==> config.mk <==
export PLATFORM = sky130hd
export DESIGN_NAME = param_seq_detector
export DESIGN_NICKNAME = d
export VERILOG_FILES = /design/src/rtl/seq_det_pkg.sv /design/src/rtl/seq_match_counter.sv /design/src/rtl/param_seq_detector.sv
export SDC_FILE = /design/constraint.sdc
export NUM_CORES = 1
export LEC_CHECK = 0
export ABC_AREA = 1
export BUFFER_PORTS_ARGS = -buffer_cell sky130_fd_sc_hd__buf_2
export CAP_MARGIN = 0
export CORE_MARGIN = 1
export CORE_UTILIZATION = 61
export DETAILED_ROUTE_END_ITERATION = 8
export GPL_TIMING_DRIVEN = 0
export MAX_ROUTING_LAYER = met4
export PLACE_DENSITY = 0.85
export SLEW_MARGIN = 10
export SYNTH_ARGS = -nofsm -noshare
export SYNTH_HDL_FRONTEND = slang
export SYNTH_SLANG_ARGS = --single-unit
==> constraint.sdc <==
create_clock -name clock -period 4 [get_ports clock]
set_input_delay 0.8 -clock clock [delete_from_list [all_inputs] [get_ports clock]]
set_output_delay 0.8 -clock clock [all_outputs]
set_load 0.01 [all_outputs]
==> src/rtl/seq_det_pkg.sv <==
// Shared types and reset constants for the parameterised sequence detector.
package seq_det_pkg;

    // Moore states: still collecting bits, enough bits but no match, match seen
    typedef enum logic [1:0] {
        FILL  = 2'd0,
        HUNT  = 2'd1,
        MATCH = 2'd2
    } state_t;

    // Configuration loaded by reset: overlapping detection of 1011
    localparam logic [3:0] DEF_PATTERN = 4'b1011;
    localparam int         DEF_LEN     = 4;
    localparam logic       DEF_OVERLAP = 1'b1;

endpackage

==> src/rtl/seq_match_counter.sv <==
// Saturating match counter with a sticky saturation flag and synchronous clear.
module seq_match_counter #(
    parameter int CNT_W = 8
) (
    input  logic             i_clk,
    input  logic             i_rst,
    input  logic             i_inc,
    input  logic             i_clr,
    output logic [CNT_W-1:0] o_count,
    output logic             o_sat
);

    logic [CNT_W-1:0] r_count;
    logic             r_sat;
    logic [CNT_W-1:0] w_next;

    assign w_next = r_count + CNT_W'(1);

    // Clear has priority over an increment in the same cycle; hold at all-ones
    always_ff @(posedge i_clk or posedge i_rst) begin
        if (i_rst) begin
            r_count <= '0;
            r_sat   <= 1'b0;
        end else if (i_clr) begin
            r_count <= '0;
            r_sat   <= 1'b0;
        end else if (i_inc && !(&r_count)) begin
            r_count <= w_next;
            if (&w_next)
                r_sat <= 1'b1;
        end
    end

    assign o_count = r_count;
    assign o_sat   = r_sat;

endmodule

==> src/rtl/param_seq_detector.sv <==
// Runtime-configurable serial pattern detector (Moore, 1-cycle latency) with
// overlap / non-overlap modes and a saturating match counter.
module param_seq_detector
    import seq_det_pkg::*;
#(
    parameter int MAX_LEN = 8,
    parameter int CNT_W   = 8,
    parameter int LEN_W   = $clog2(MAX_LEN) + 1
) (
    input  logic               clock,
    input  logic               reset,
    input  logic               sequence_in,
    input  logic               in_valid,
    input  logic               cfg_load,
    input  logic [MAX_LEN-1:0] cfg_pattern,
    input  logic [LEN_W-1:0]   cfg_len,
    input  logic               cfg_overlap,
    input  logic               count_clr,
    output logic               detector_out,
    output logic [CNT_W-1:0]   match_count,
    output logic               count_sat,
    output logic               cfg_err
);

    state_t             r_state, w_state_n;
    logic [MAX_LEN-1:0] r_pat, w_pat_n;
    logic [LEN_W-1:0]   r_len, w_len_n;
    logic               r_ovl, w_ovl_n;
    logic [MAX_LEN-1:0] r_hist, w_hist_n;
    logic [LEN_W-1:0]   r_fill, w_fill_n;
    logic               r_err, w_err_n;

    logic [MAX_LEN-1:0] w_hist_sh;
    logic [LEN_W-1:0]   w_fill_inc;
    logic [MAX_LEN-1:0] w_mask;
    logic               w_match;
    logic               w_inc;
    logic               w_cfg_ok;

    // Low r_len bits of the history take part in the comparison
    always_comb begin
        w_mask = '0;
        for (int i = 0; i < MAX_LEN; i++)
            w_mask[i] = (LEN_W'(i) < r_len);
    end

    assign w_hist_sh  = {r_hist[MAX_LEN-2:0], sequence_in};
    assign w_fill_inc = (r_fill == LEN_W'(MAX_LEN)) ? r_fill : r_fill + LEN_W'(1);
    assign w_cfg_ok   = (cfg_len >= LEN_W'(2)) && (cfg_len <= LEN_W'(MAX_LEN));

    // Next-state: cfg_load takes the cycle (bit discarded), else accept a valid bit
    always_comb begin
        w_state_n = r_state;
        w_pat_n   = r_pat;
        w_len_n   = r_len;
        w_ovl_n   = r_ovl;
        w_hist_n  = r_hist;
        w_fill_n  = r_fill;
        w_err_n   = 1'b0;
        w_match   = 1'b0;
        w_inc     = 1'b0;
        if (cfg_load) begin
            if (w_cfg_ok) begin
                w_pat_n   = cfg_pattern;
                w_len_n   = cfg_len;
                w_ovl_n   = cfg_overlap;
                w_hist_n  = '0;
                w_fill_n  = '0;
                w_state_n = FILL;
            end else begin
                w_err_n = 1'b1;
            end
        end else if (in_valid) begin
            w_hist_n = w_hist_sh;
            w_fill_n = w_fill_inc;
            w_match  = (w_fill_inc >= r_len) && (((w_hist_sh ^ r_pat) & w_mask) == '0);
            if (w_match) begin
                w_state_n = MATCH;
                w_inc     = 1'b1;
                // Non-overlap: the next match must be built from fresh bits
                if (!r_ovl)
                    w_fill_n = '0;
            end else if (w_fill_inc >= r_len) begin
                w_state_n = HUNT;
            end else begin
                w_state_n = FILL;
            end
        end
    end

    // State, configuration and history registers
    always_ff @(posedge clock or posedge reset) begin
        if (reset) begin
            r_state <= FILL;
            r_pat   <= MAX_LEN'(DEF_PATTERN);
            r_len   <= LEN_W'(DEF_LEN);
            r_ovl   <= DEF_OVERLAP;
            r_hist  <= '0;
            r_fill  <= '0;
            r_err   <= 1'b0;
        end else begin
            r_state <= w_state_n;
            r_pat   <= w_pat_n;
            r_len   <= w_len_n;
            r_ovl   <= w_ovl_n;
            r_hist  <= w_hist_n;
            r_fill  <= w_fill_n;
            r_err   <= w_err_n;
        end
    end

    seq_match_counter #(.CNT_W(CNT_W)) u_cnt (
        .i_clk   (clock),
        .i_rst   (reset),
        .i_inc   (w_inc),
        .i_clr   (count_clr),
        .o_count (match_count),
        .o_sat   (count_sat)
    );

    assign detector_out = (r_state == MATCH);
    assign cfg_err      = r_err;

endmodule

**Word level (Yosys, flattened, before mapping)**

Index checks and enable logic that the tools add are counted.
Widths: inputs -> output; s select.

- Register bits after elaboration: 36
- Memories: 0
- Memory bits (writable): 0
- Output and inout port bits: 11
- Latch bits: 0
- Input bits: 19
- Memory bits (read-only): 0
- Logic and storage cells: 64

- Multipliers: 0
- Magnitude comparators: 11
- Equal/unequal tests: 3
- Divide/modulo/power cells: 0
- Reductions and logical operators: 13
- Add/subtract/negate cells: 2
- Multiplexer cells: 24
- Shifts and indexed selects: 0
- Bitwise operators: 2

Operators with widths:

| operator | count |
|---|---|
| $mux 4 | 6 |
| $mux 7 | 3 |
| $lt 3x4->1 const A | 4 |
| $mux 8 | 2 |
| $reduce_and 8->1 | 2 |
| $mux 1 | 9 |
| $add 8x1->8 const B | 1 |
| $and 8x8->8 | 1 |
| $logic_not 8->1 | 1 |
| $lt 1x4->1 const A | 2 |
| $lt 2x4->1 const A | 2 |
| $mux 2 | 4 |
| $xor 8x8->8 | 1 |
| $reduce_and 2->1 | 3 |
| $reduce_bool 2->1 | 3 |
| $add 4x1->4 const B | 1 |
| $eq 4x4->1 const B | 1 |
| $ge 4x2->1 const B | 1 |
| $ge 4x4->1 | 1 |
| $le 4x4->1 const B | 1 |
| $logic_and 1x1->1 | 3 |
| $eq 2x2->1 const B | 1 |
| $ne 2x1->1 const B | 1 |
| $logic_not 1->1 | 1 |

**Logic depth before layout (Yosys ltp)**

Gate-level depths: netlist (run 1).

- Word-level depth: 10
- Gate-level depth with buffers: 14
- Gate-level depth less buffers: 14

**Hierarchy**

From an unflattened synthesis (run 1), not the netlist that was laid out.

- Cells, all modules: 265
- Area, all modules: 2,084.5 um2

By module, submodules not included:

| module | cells an instance | seq. area each (um2) | instances | area an instance (um2) |
|---|---|---|---|---|
| param_seq_detector | 194 | 681.9 | 1 | 1,514.0 |
| seq_match_counter | 71 | 225.2 | 1 | 570.5 |

**Worst setup path before layout (run 1)**

Ideal clock, no wire load.

- Path type: register to register
- Start point: register r_fill[0]
- End point: register u_cnt.r_count[3], in the netlist u_cnt.o_count[3]
- Path slack: 2,048 ps
- Clock period less this slack: 1,952 ps
- Buffers on the path: 0
- Arrival: 1,887 ps
- Library setup time: 66 ps
- Required time: 3,934 ps
- Cell stages (with the launch flop): 15
- Cell sequence: dfrtp_1 inv_1 ha_1 nand2_1 nand3_1 o21ai_0 ha_1 nand2_1 inv_1 nand3_1 nand3_1 nand4_2 nor2_4 nand3_1 nand2_1

- Cells in the longest elaborated chain, start to end: 9
- Elaborated cells between the ends (all ways): 10
- Those cells by class: add/sub (1); order compare (1); eq/ne (1); mux (4); reduce/logical (3)

Ends and longest elaborated chain:

| what | RTL line | RTL |
|---|---|---|
| from (decl) | param_seq_detector.sv:30 | `logic [LEN_W-1:0] r_fill, w_fill_n;` |
| from (signal assigned) | param_seq_detector.sv:107 | `r_fill <= w_fill_n;` |
| $add 4x1->4 or $eq 4x4->1 (tied branches) | param_seq_detector.sv:48 | `assign w_fill_inc = (r_fill == LEN_W'(MAX_LEN)) ? r_fill : r_fill + LEN_W'(1);` |
| $mux 4 * | param_seq_detector.sv:48 |  |
| $ge 4x4->1 * | param_seq_detector.sv:76 | `w_match = (w_fill_inc >= r_len) && (((w_hist_sh ^ r_pat) & w_mask) == '0);` |
| $logic_and 1x1->1 * | param_seq_detector.sv:76 |  |
| $mux 1 * | param_seq_detector.sv:77 | `if (w_match) begin` |
| $mux 1 * | param_seq_detector.sv:73 | `end else if (in_valid) begin` |
| $mux 1 * | param_seq_detector.sv:62 | `if (cfg_load) begin` |
| $logic_and 1x1->1 * | seq_match_counter.sv:27 | `end else if (i_inc && !(&r_count)) begin` |
| $reduce_bool 2->1 (no source line) * | - |  |
| to (signal assigned) | seq_match_counter.sv:28 | `r_count <= w_next;` |
| to (decl) | seq_match_counter.sv:13 | `logic [CNT_W-1:0] r_count;` |

Every way passes the cells marked *; elsewhere a longest branch is shown, timed or not.
A chain may end at the register's enable or synchronous reset.

**Final worst setup path (run 1)**

- Start point: register r_fill[0]
- End point: register u_cnt.r_count[6], in the netlist u_cnt.o_count[6]

The elaborated chain is that of the path after synthesis.

==> flow_summary.yaml, run 1 <==
final_layout:
  final_util: 0.743
  seq_area_um2: 907
  antenna_cells: 0
  multi_input_area_um2: 961
  area_delta_synth_final_pct: 12.6
  final_net_count: 336
  fillers: 290
  drive_above_1_share: 0.190
setup_path:
  cpMostUsedCell: "nand3_1"
  crit_chain: "inv_1 -> ha_1 -> nand2_1 -> nand3_1 -> o21ai_0 -> ha_1 -> nand2_1 -> inv_1 -> nand3_1 -> nand3_1 -> nand4_2 -> nor2_4 -> nand3_1 -> nand2_1"
  crit_family: "simple AND/OR/NAND/NOR gates"
  cp_slowest_stage_delay_ns: 0.43
  cp_max_fo: 9
  worst-path-buf-inv: 2
  required_ns: 4.29
  critPathSlowestCell: "dfrtp_1"
  cp.arrival_ns: 2.52
  critPathLaunchType: "register"
  worstSetupPathType: "register to register"
  critPathCaptureType: "register"
yosys:
  syn-num-nets: 300
  synthTopCellsByArea: "dfrtp_1, nand2_1, inv_1, nand3_1, dfstp_2"
  syn_area_um2: 2080
  synth_seq_area_share: 0.436
  synth.ff_latch_count: 36
  synth_top_cell_area_share: 0.373
  synthMostInstantiatedCell: "nand2_1"
  synth-async-reset-ratio: 1.00
  yosysTopAreaCell: "dfrtp_1"
  synth_ff_type: "dfrtp_1"
  ys_types: 29
  synth_edf_count: 0
  netlist_instances: 273
  yosysWarnings: 0
  synth_top_cells_by_count: "nand2_1, inv_1, nand3_1"
  avgSynthCellArea_um2: 7.62
floorplanning:
  die_h_um: 60.4
  core_area_um2: 3150
  num_rows: 20
  io_pins: 30
  start_util: 0.660
  die_area_um2: 3650
  dieWidth_um: 60.4
placement:
  io_buffers: 29
  gp_congestion: 0.882
  post-dp-hpwl_um: 3120
  pre_cts_ws_ns: 1.79
sta:
  fin_crit_sh: 0.559
  finClkSkew_ns: 0.00956
  tightest_slew_ns: 0.723
  setup_ws_ns: 1.76
  fmax_ghz: 0.447
  setup_viol: 0
  tns_ns: 0
  hold_violations: 0
  min_period_ns: 2.24
  slew_viol_final: 0
  relSlewSlack: 0.518
  rsz0062_at_grt: "no"
route:
  post-route-drc-count: 0
  via_per_inst: 5.10
  vias: 1806
  drtAntennaViolNets: 0
  firstDrtPassIters: 4
  postRouteWirelength_um: 4090
  wl_per_cell_um: 11.5
  drt_iter0_drc: 85
power:
  total_power_mw: 0.873
  p_leak_nw: 1.36
  powerDensity_nw_per_um2: 373
  worst_ir_drop_vdd_v: 0.000307
global_route:
  grt_busiest_layer: "met2"
  antenna_found_initial: 0
  grt_pass1_vias: 1629
  grt_pass1_wl_um: 6870
  grt_max_degree: 37
  grt_use_met2: 0.403
  gr-total-overflow: 0
  track_usage: 0.266
  use_met3: 0.0554
  met1_usage: 0.339
clock_tree:
  cts_tree: "yes"
  htree_num_levels: 2
  clock-sinks: 36
  cts_buffers: 5
  cts_resized: 0
  cts_hold_buf: 0
  clkLatencyLatePin_ns: 0.35
  post_cts_buffers: 0
  clockBufferDepth: 2
  cts.clk_slew.worst_paths_ns: 0.10
  cts_root_buf: "clkbuf_4"
flow_run:
  cap_violations: 0
run_status:
  outcome: "finished clean"
min_path:
  hold_class: "register to register"
## worst min-delay path: cells and delay by family (launching register included)
family / cells / cell delay (ns)
DFF: 1 / 0.38
buffers and inverters: 1 / 0.06
AOI/OAI and AO/OA: 1 / 0.06
## where the power goes
group          internal [mW]  total, mW  switching (mW)
combinational         0.0827      0.232           0.149
sequential             0.408      0.437          0.0286
clock                 0.0836      0.204           0.121
total                  0.574      0.873           0.299
## final cells by class
class,count,share of cell area
Timing Repair Buffer,29,0.0620
Sequential cell,36,0.387
Buffer,5,0.00908
Multi-Input combinational cell,181,0.410
Inverter,51,0.0817
Clock buffer,6,0.0219
Clock inverter,2,0.00427
Tap cell,44,0.0235
## sequential cells by signal, summed over array words and instances, names as in the netlist
signal         cells
r_fill             4
r_len              4
u_cnt.o_count      8
r_pat              8
cfg_err            1
u_cnt.o_sat        1
r_state            2
r_hist             7
r_ovl              1
## worst paths after layout
check	startpoint	to	slack [ns]	depth (start not counted)
max in group asynchronous	reset	r_fill[1]$_DFFE_PP0P_	2.98	2
setup / recovery	r_fill[0]$_DFFE_PP0P_	u_cnt.o_count[6]$_DFFE_PP0P_	1.76	14
hold / removal	r_pat[0]$_DFFE_PP1P_	r_pat[0]$_DFFE_PP1P_	0.49	2
setup reg to reg	r_fill[0]$_DFFE_PP0P_	u_cnt.o_count[6]$_DFFE_PP0P_	1.76	14
min in group asynchronous	reset	r_len[0]$_DFFE_PP0P_	0.56	2
hold reg to reg	r_pat[0]$_DFFE_PP1P_	r_pat[0]$_DFFE_PP1P_	0.49	2
## cells by family after synthesis
group | count (synthesis) | share of synthesized area
adders and majority gates | 8 | 0.0481
DFF | 36 | 0.436
buffers and inverters | 56 | 0.102
xor gates and xnor gates | 6 | 0.0253
and+or+nand+nor | 136 | 0.301
AOI/OAI and AO/OA | 29 | 0.0770
muxes | 2 | 0.0108
## layout by cell type (no fill, tap or decap)
master     n
nand2_1   73
inv_1     48
nand3_1   33
buf_2     31
dfrtp_1   31
nor2_1    16
a21oi_1   10
o22ai_1   10
ha_1       8
o21ai_0    7
xor2_1     5
clkbuf_4   5
dfstp_2    5
nor2_2     3
clkbuf_1   3
inv_2      2
nor2_4     2
nor3_1     2
mux2_2     2
clkinv_2   2
nor3b_2    1
nand3_2    1
nand2_2    1
nand4_2    1
clkinv_1   1
nand4_4    1
xnor2_1    1
nand4_1    1
o211ai_1   1
or2_2      1
o21ai_1    1
clkbuf_8   1
## stage by stage
stage,instance area (um2),hold slack [ns],std cells
2_1_floorplan,2080,0.450,273
3_3_place_gp,2280,0.466,346
4_1_cts,2340,0.492,354
3_5_place_dp,2280,0.471,346
6_report,2340,0.489,354
5_1_grt,2340,0.511,354
## per-layer routing
layer / vias up / wire length (um)
li1: 934 / -
met1: 834 / 1960
met2: 31 / 1930
met3: 7 / 140
met4: 0 / 60
met5: - / 0
Note: power is estimated with default switching activity, not from simulation.
==> run 2, diff against run 1 <==
Settings changed: ABC_AREA 1 to 0, CORE_UTILIZATION 61 to 51, PLACE_DENSITY 0.85 to 0.77.
Clock period 4 ns to 1.85 ns, I/O delays scaled along.
==> run 2 against run 1 <==
Net effect: the flow now finishes with violations (setup timing); clock power increased to 2.8 times the previous value; synthesized cell count fell by 29%; non-clock buffer count increased by 15; clock skew grew 0.0036 ns; combinational power grew to 2.8 times the previous value; global-route usage fell by 3.4 points; cell count fell by 17%; critical path depth decreased by 3; critical path type unchanged; largest cell class unchanged; largest power group unchanged.
==> flow_summary.yaml, run 2 <==
final_layout:
  multi_input_area_um2: 1150
  drive_above_1_share: 0.429
  final_common_cell: "dfrtp_1"
  antenna_cells: 0
  seq_area_um2: 908
  final_cell_mix: "dfrtp_1, buf_2, nand2_1"
  final_net_count: 273
  area_delta_synth_final_pct: 28.1
  fillers: 309
min_path:
  hold_class: "input pin to asynchronous set/reset pin"
route:
  wl_met2_um: 2220
  wirelength_met1_um: 1850
  wl_per_cell_um: 14.6
  drtAntennaViolNets: 0
  postRouteWirelength_um: 4290
  post-route-drc-count: 0
  via_per_inst: 5.57
  dr.max_layer_used: "met4"
  firstDrtPassIters: 4
  vias: 1643
  wl_met3_um: 175
  drt_iter0_drc: 47
power:
  worst_ir_drop_vdd_v: 0.000592
  combPwrFrac: 0.301
  p_seq_frac: 0.433
  p_leak_nw: 1.24
  powerDensity_nw_per_um2: 859
  switching_share: 0.299
  p_int_mw: 1.53
  clock_power_share: 0.266
  switchingPower_mw: 0.652
global_route:
  antenna_found_initial: 0
  grt_pass1_wl_um: 7000
  grt_pass1_vias: 1600
  gr-total-overflow: 0
  grt_max_degree: 37
  track_usage: 0.232
setup_path:
  critPathCaptureType: "register"
  worstSetupPathType: "register to register"
  required_ns: 2.03
  worst-path-buf-inv: 1
  critPathSlowestCell: "dfrtp_1"
  reg2reg_setup_slack_ns: -0.72
  critPathLaunchType: "register"
  cp_slowest_stage_delay_ns: 0.40
  crit_chain: "inv_2 -> ha_4 -> nand2_4 -> nand2_2 -> mux2i_2 -> ha_2 -> o21a_1 -> nor2_2 -> or3_4 -> nor4_4 -> mux2_4"
  r2r_cells: 11
  crit_family: "simple AND/OR/NAND/NOR gates"
  r2r_end: "u_cnt.o_count[4]$_DFFE_PP0P_"
  cp_max_fo: 3
  cp.arrival_ns: 2.74
  reg2reg_from: "r_fill[0]$_DFFE_PP0P_"
yosys:
  syn-num-nets: 222
  synth_top_cell_area_share: 0.391
  synth_edf_count: 0
  synthTopCellsByArea: "dfrtp_1, mux2_2, dfstp_2, ha_1, nand2_1"
  syn_area_um2: 1990
  yosysWarnings: 0
  yosysTopAreaCell: "dfrtp_1"
  synth_top_cells_by_count: "dfrtp_1, nand2_1, mux2_2"
  ys_types: 39
  synth_seq_area_share: 0.457
  synth.ff_latch_count: 36
  synthMostInstantiatedCell: "dfrtp_1"
  synth_ff_type: "dfrtp_1"
  synth-async-reset-ratio: 1.00
  avgSynthCellArea_um2: 10.2
  netlist_instances: 195
clock_tree:
  cts_tree: "yes"
  cts_root_buf: "clkbuf_8"
  clock-sinks: 36
  htree_num_levels: 2
  cts_hold_buf: 0
  clockBufferDepth: 2
  clkLatencyLatePin_ns: 0.30
  cts_buffers: 5
  cts.clk_slew.worst_paths_ns: 0.08
flow_run:
  cap_violations: 0
sta:
  tns_ns: -8.91
  rsz0062_at_grt: "yes"
  min_period_ns: 2.57
  slew_viol_final: 0
  fmax_ghz: 0.390
  fin_crit_sh: 1.39
  fin_hold_ws_ns: 0.195
  hold_violations: 0
  relSlewSlack: 0.509
  finClkSkew_ns: 0.0131
  setup_ws_ns: -0.716
  tightest_slew_ns: 0.736
  setup_viol: 15
floorplanning:
  core_area_um2: 3690
  dieWidth_um: 64.4
  die_area_um2: 4150
  io_pins: 30
  die_h_um: 64.4
  start_util: 0.538
  num_rows: 22
placement:
  post-dp-hpwl_um: 2750
  gp_congestion: 0.845
  io_buffers: 29
run_status:
  outcome: "complete, but fails checks"
  violations: "setup timing"
## run 2: cell types whose count changed in the layout (fill, tap and decap cells not counted), moves of 10 or more
cell,previous run,this run
buf_4,0,17
nand2_1,73,22
nand3_1,33,10
inv_1,48,7
o22ai_1,10,0
mux2_2,2,16
## run 2: cells by family (layout without fill, tap and decap cells)
| family | Yosys count | count (layout) | share of synthesized area |
|---|---|---|---|
| xor gates and xnor gates | 12 | 12 | 0.0529 |
| and+or+nand+nor | 80 | 80 | 0.199 |
| buffers and inverters | 15 | 67 | 0.0321 |
| DFF | 36 | 36 | 0.457 |
| adders and majority gates | 8 | 8 | 0.0504 |
| muxes | 20 | 20 | 0.112 |
| AOI/OAI and AO/OA | 24 | 24 | 0.0964 |
## run 2: through the flow
step           setup WS [ns]  area, um2  instances  utilization  power (mW)
3_5_place_dp          -0.823       2230        272        0.604        1.42
5_1_grt               -0.786       2540        295        0.690        2.29
2_1_floorplan         -0.578       2020        195            -        1.31
6_report              -0.716       2540        295        0.690        2.18
4_1_cts               -0.623       2500        294        0.678        2.14
3_3_place_gp          -0.803       2230        272        0.604        1.40
## run 2: power groups by stage
stage,registers [mW],logic [mW],clock network [mW]
floorplan,0.948,0.363,0
global placement,0.964,0.439,0
detailed placement,0.967,0.454,0
CTS,0.942,0.608,0.588
global route,0.956,0.715,0.623
finish,0.946,0.657,0.581
## run 2: how the worst max path moves through the flow
stage	cells after the start	startpoint	endpoint	slack (ns)
floorplan	5	r_len[2]$_DFFE_PP1P_	r_fill[1]$_DFFE_PP0P_	-0.58
global placement	5	r_len[1]$_DFFE_PP0P_	r_fill[1]$_DFFE_PP0P_	-0.80
detailed placement	5	r_len[1]$_DFFE_PP0P_	r_fill[1]$_DFFE_PP0P_	-0.82
CTS	11	r_fill[0]$_DFFE_PP0P_	u_cnt.o_count[3]$_DFFE_PP0P_	-0.62
global route	11	r_fill[0]$_DFFE_PP0P_	u_cnt.o_count[4]$_DFFE_PP0P_	-0.79
finish	11	r_fill[0]$_DFFE_PP0P_	u_cnt.o_count[4]$_DFFE_PP0P_	-0.72
## run 2: layout make-up
type                            instances  share of cell area
Buffer                                  3             0.00885
Clock buffer                            8              0.0354
Inverter                               10              0.0148
Multi-Input combinational cell        144               0.452
Sequential cell                        36               0.357
Tap cell                               48              0.0236
Timing Repair Buffer                   46               0.109
## run 2: routing by layer
metal / vias to the layer above / GRT usage
met5: - / -
met4: 0 / 0.108
met3: 6 / 0.0625
met2: 37 / 0.372
met1: 810 / 0.270
li1: 790 / -
## run 2: repair_timing
item                                    CTS  global route
buffers inserted                         15             2
endpoints found under the setup margin   15            24
pin swaps                                16             4
endpoints found under the hold margin     0             0
resized for setup                        16             7
==> run 3, diff against run 2 <==
--- a/config.mk
+++ b/config.mk
@@ -16,2 +16,3 @@
 export PLACE_DENSITY = 0.77
+export SKIP_CTS_REPAIR_TIMING = 1
 export SLEW_MARGIN = 10
--- a/constraint.sdc
+++ b/constraint.sdc
@@ -3,2 +3,2 @@
 set_output_delay 0.37 -clock clock [all_outputs]
-set_load 0.01 [all_outputs]
+set_load 0.1 [all_outputs]
==> run 3 against run 2 <==
Net effect: the flow still finishes with violations (setup timing); utilization down 2.3 points; worst setup slack worse by 0.089 ns; highest routed layer unchanged; power decreased by 4.1%; die area is the same.
==> flow_summary.yaml, run 3 (same netlist as run 2, synthesis figures left out) <==
run_status:
  outcome: "complete, but fails checks"
  violations: "setup timing"
clock_tree:
  clkLatencyLatePin_ns: 0.29
  cts_root_buf: "clkbuf_8"
  cts_tree: "yes"
  cts_buffers: 5
  clock-sinks: 36
  clockBufferDepth: 2
  cts.clk_slew.worst_paths_ns: 0.07
  htree_num_levels: 2
min_path:
  hold_class: "input pin to asynchronous set/reset pin"
route:
  vias: 1555
  post-route-drc-count: 0
  drtAntennaViolNets: 0
  via_per_inst: 5.40
  wl_per_cell_um: 13.6
  drt_iter0_drc: 29
  postRouteWirelength_um: 3900
  firstDrtPassIters: 6
setup_path:
  crit_chain: "or4_1 -> a222oi_1 -> o211ai_2 -> or4_4 -> a32o_2"
  worstSetupPathType: "register to register"
  critPathSlowestCell: "or4_4"
  critPathCaptureType: "register"
  critPathLaunchType: "register"
  cp_slowest_stage_delay_ns: 0.58
  cp.arrival_ns: 2.83
  cp_max_fo: 6
  required_ns: 2.03
floorplanning:
  dieWidth_um: 64.4
  die_h_um: 64.4
  io_pins: 30
  core_area_um2: 3690
  num_rows: 22
  start_util: 0.538
  die_area_um2: 4150
sta:
  setup_ws_ns: -0.805
  setup_viol: 15
  fmax_ghz: 0.377
  relSlewSlack: 0.517
  min_period_ns: 2.66
  fin_crit_sh: 1.44
  hold_violations: 0
  tightest_slew_ns: 0.724
  rsz0062_at_grt: "yes"
  slew_viol_final: 0
  finClkSkew_ns: 0.00524
final_layout:
  fillers: 302
  drive_above_1_share: 0.413
  final_area_um2: 2460
  final_net_count: 266
  final_cell_mix: "dfrtp_1, buf_2, nand2_1"
  antenna_cells: 0
  area_delta_synth_final_pct: 23.8
  instances_no_fill: 288
global_route:
  antenna_found_initial: 0
  grt_pass1_vias: 1428
  grt_pass1_wl_um: 6400
  gr-total-overflow: 0
  grt_max_degree: 37
  track_usage: 0.213
power:
  powerDensity_nw_per_um2: 852
  p_leak_nw: 1.21
  worst_ir_drop_vdd_v: 0.000668
placement:
  io_buffers: 29
  dpl_cell_area_um2: 2270
  gp_congestion: 0.789
  pre_cts_ws_ns: -0.826
  dp_cells: 272
  post-dp-hpwl_um: 2690
flow_run:
  cap_violations: 0
-- run 3: cell types whose count changed in the layout (fill, tap and decap cells not counted), sizes merged --
cell and delta:
buf -7, clkinv +2, clkbuf -2
-- run 3: final timing paths --
check                                       start                      endpoint  slack (ns)  cells past startpoint
hold / removal                              reset  u_cnt.o_count[3]$_DFFE_PP0P_        0.20                      2
min in group clock                    sequence_in         r_hist[0]$_DFFE_PP0P_        0.31                      3
setup reg to reg             r_len[2]$_DFFE_PP1P_         r_fill[1]$_DFFE_PP0P_       -0.81                      5
hold reg to reg            r_state[1]$_DFFE_PP0P_        r_state[1]$_DFFE_PP0P_        0.48                      2
max in group asynchronous                   reset          r_len[1]$_DFFE_PP0P_        1.14                      2
setup / recovery             r_len[2]$_DFFE_PP1P_         r_fill[1]$_DFFE_PP0P_       -0.81                      5
-- run 3: layer usage --
metal / track usage / wire length (um) / vias up
li1: - / - / 777
met1: 0.267 / 1800 / 742
met2: 0.330 / 1930 / 30
met3: 0.0643 / 132 / 6
met4: 0.0667 / 42 / 0
met5: - / 0 / -
-- run 3: critical path: cells and delay by family, from the launching register on --
family / cells / cell delay, ns
AND/OR/NAND/NOR: 2 / 1.12
AO/OA/AOI/OAI: 3 / 1.04
flip-flops: 1 / 0.40
-- run 3: through the flow --
stage / hold WS [ns] / setup TNS [ns] / util / total power [mW]
3_5_place_dp: 0.473 / -11.21 / 0.616 / 1.47
3_3_place_gp: 0.462 / -10.68 / 0.616 / 1.45
5_1_grt: 0.272 / -11.24 / 0.667 / 2.21
4_1_cts: 0.230 / -10.18 / 0.641 / 2.04
2_1_floorplan: 0.442 / -6.54 / - / 1.35
6_report: 0.202 / -10.17 / 0.667 / 2.09
-- run 3: cell type report --
class	count	area, um2	share of cell area
Sequential cell	36	910	0.370
Tap cell	48	60.1	0.0244
Clock buffer	6	82.6	0.0336
Timing Repair Buffer	39	220	0.0896
Multi-Input combinational cell	144	1120	0.455
Clock inverter	2	10.0	0.00407
Buffer	3	18.8	0.00763
Inverter	10	37.5	0.0153
-- run 3: power breakdown --
group,internal (mW),switching (mW),total [mW]
registers,0.882,0.0708,0.953
clock network,0.297,0.272,0.568
logic,0.285,0.288,0.574
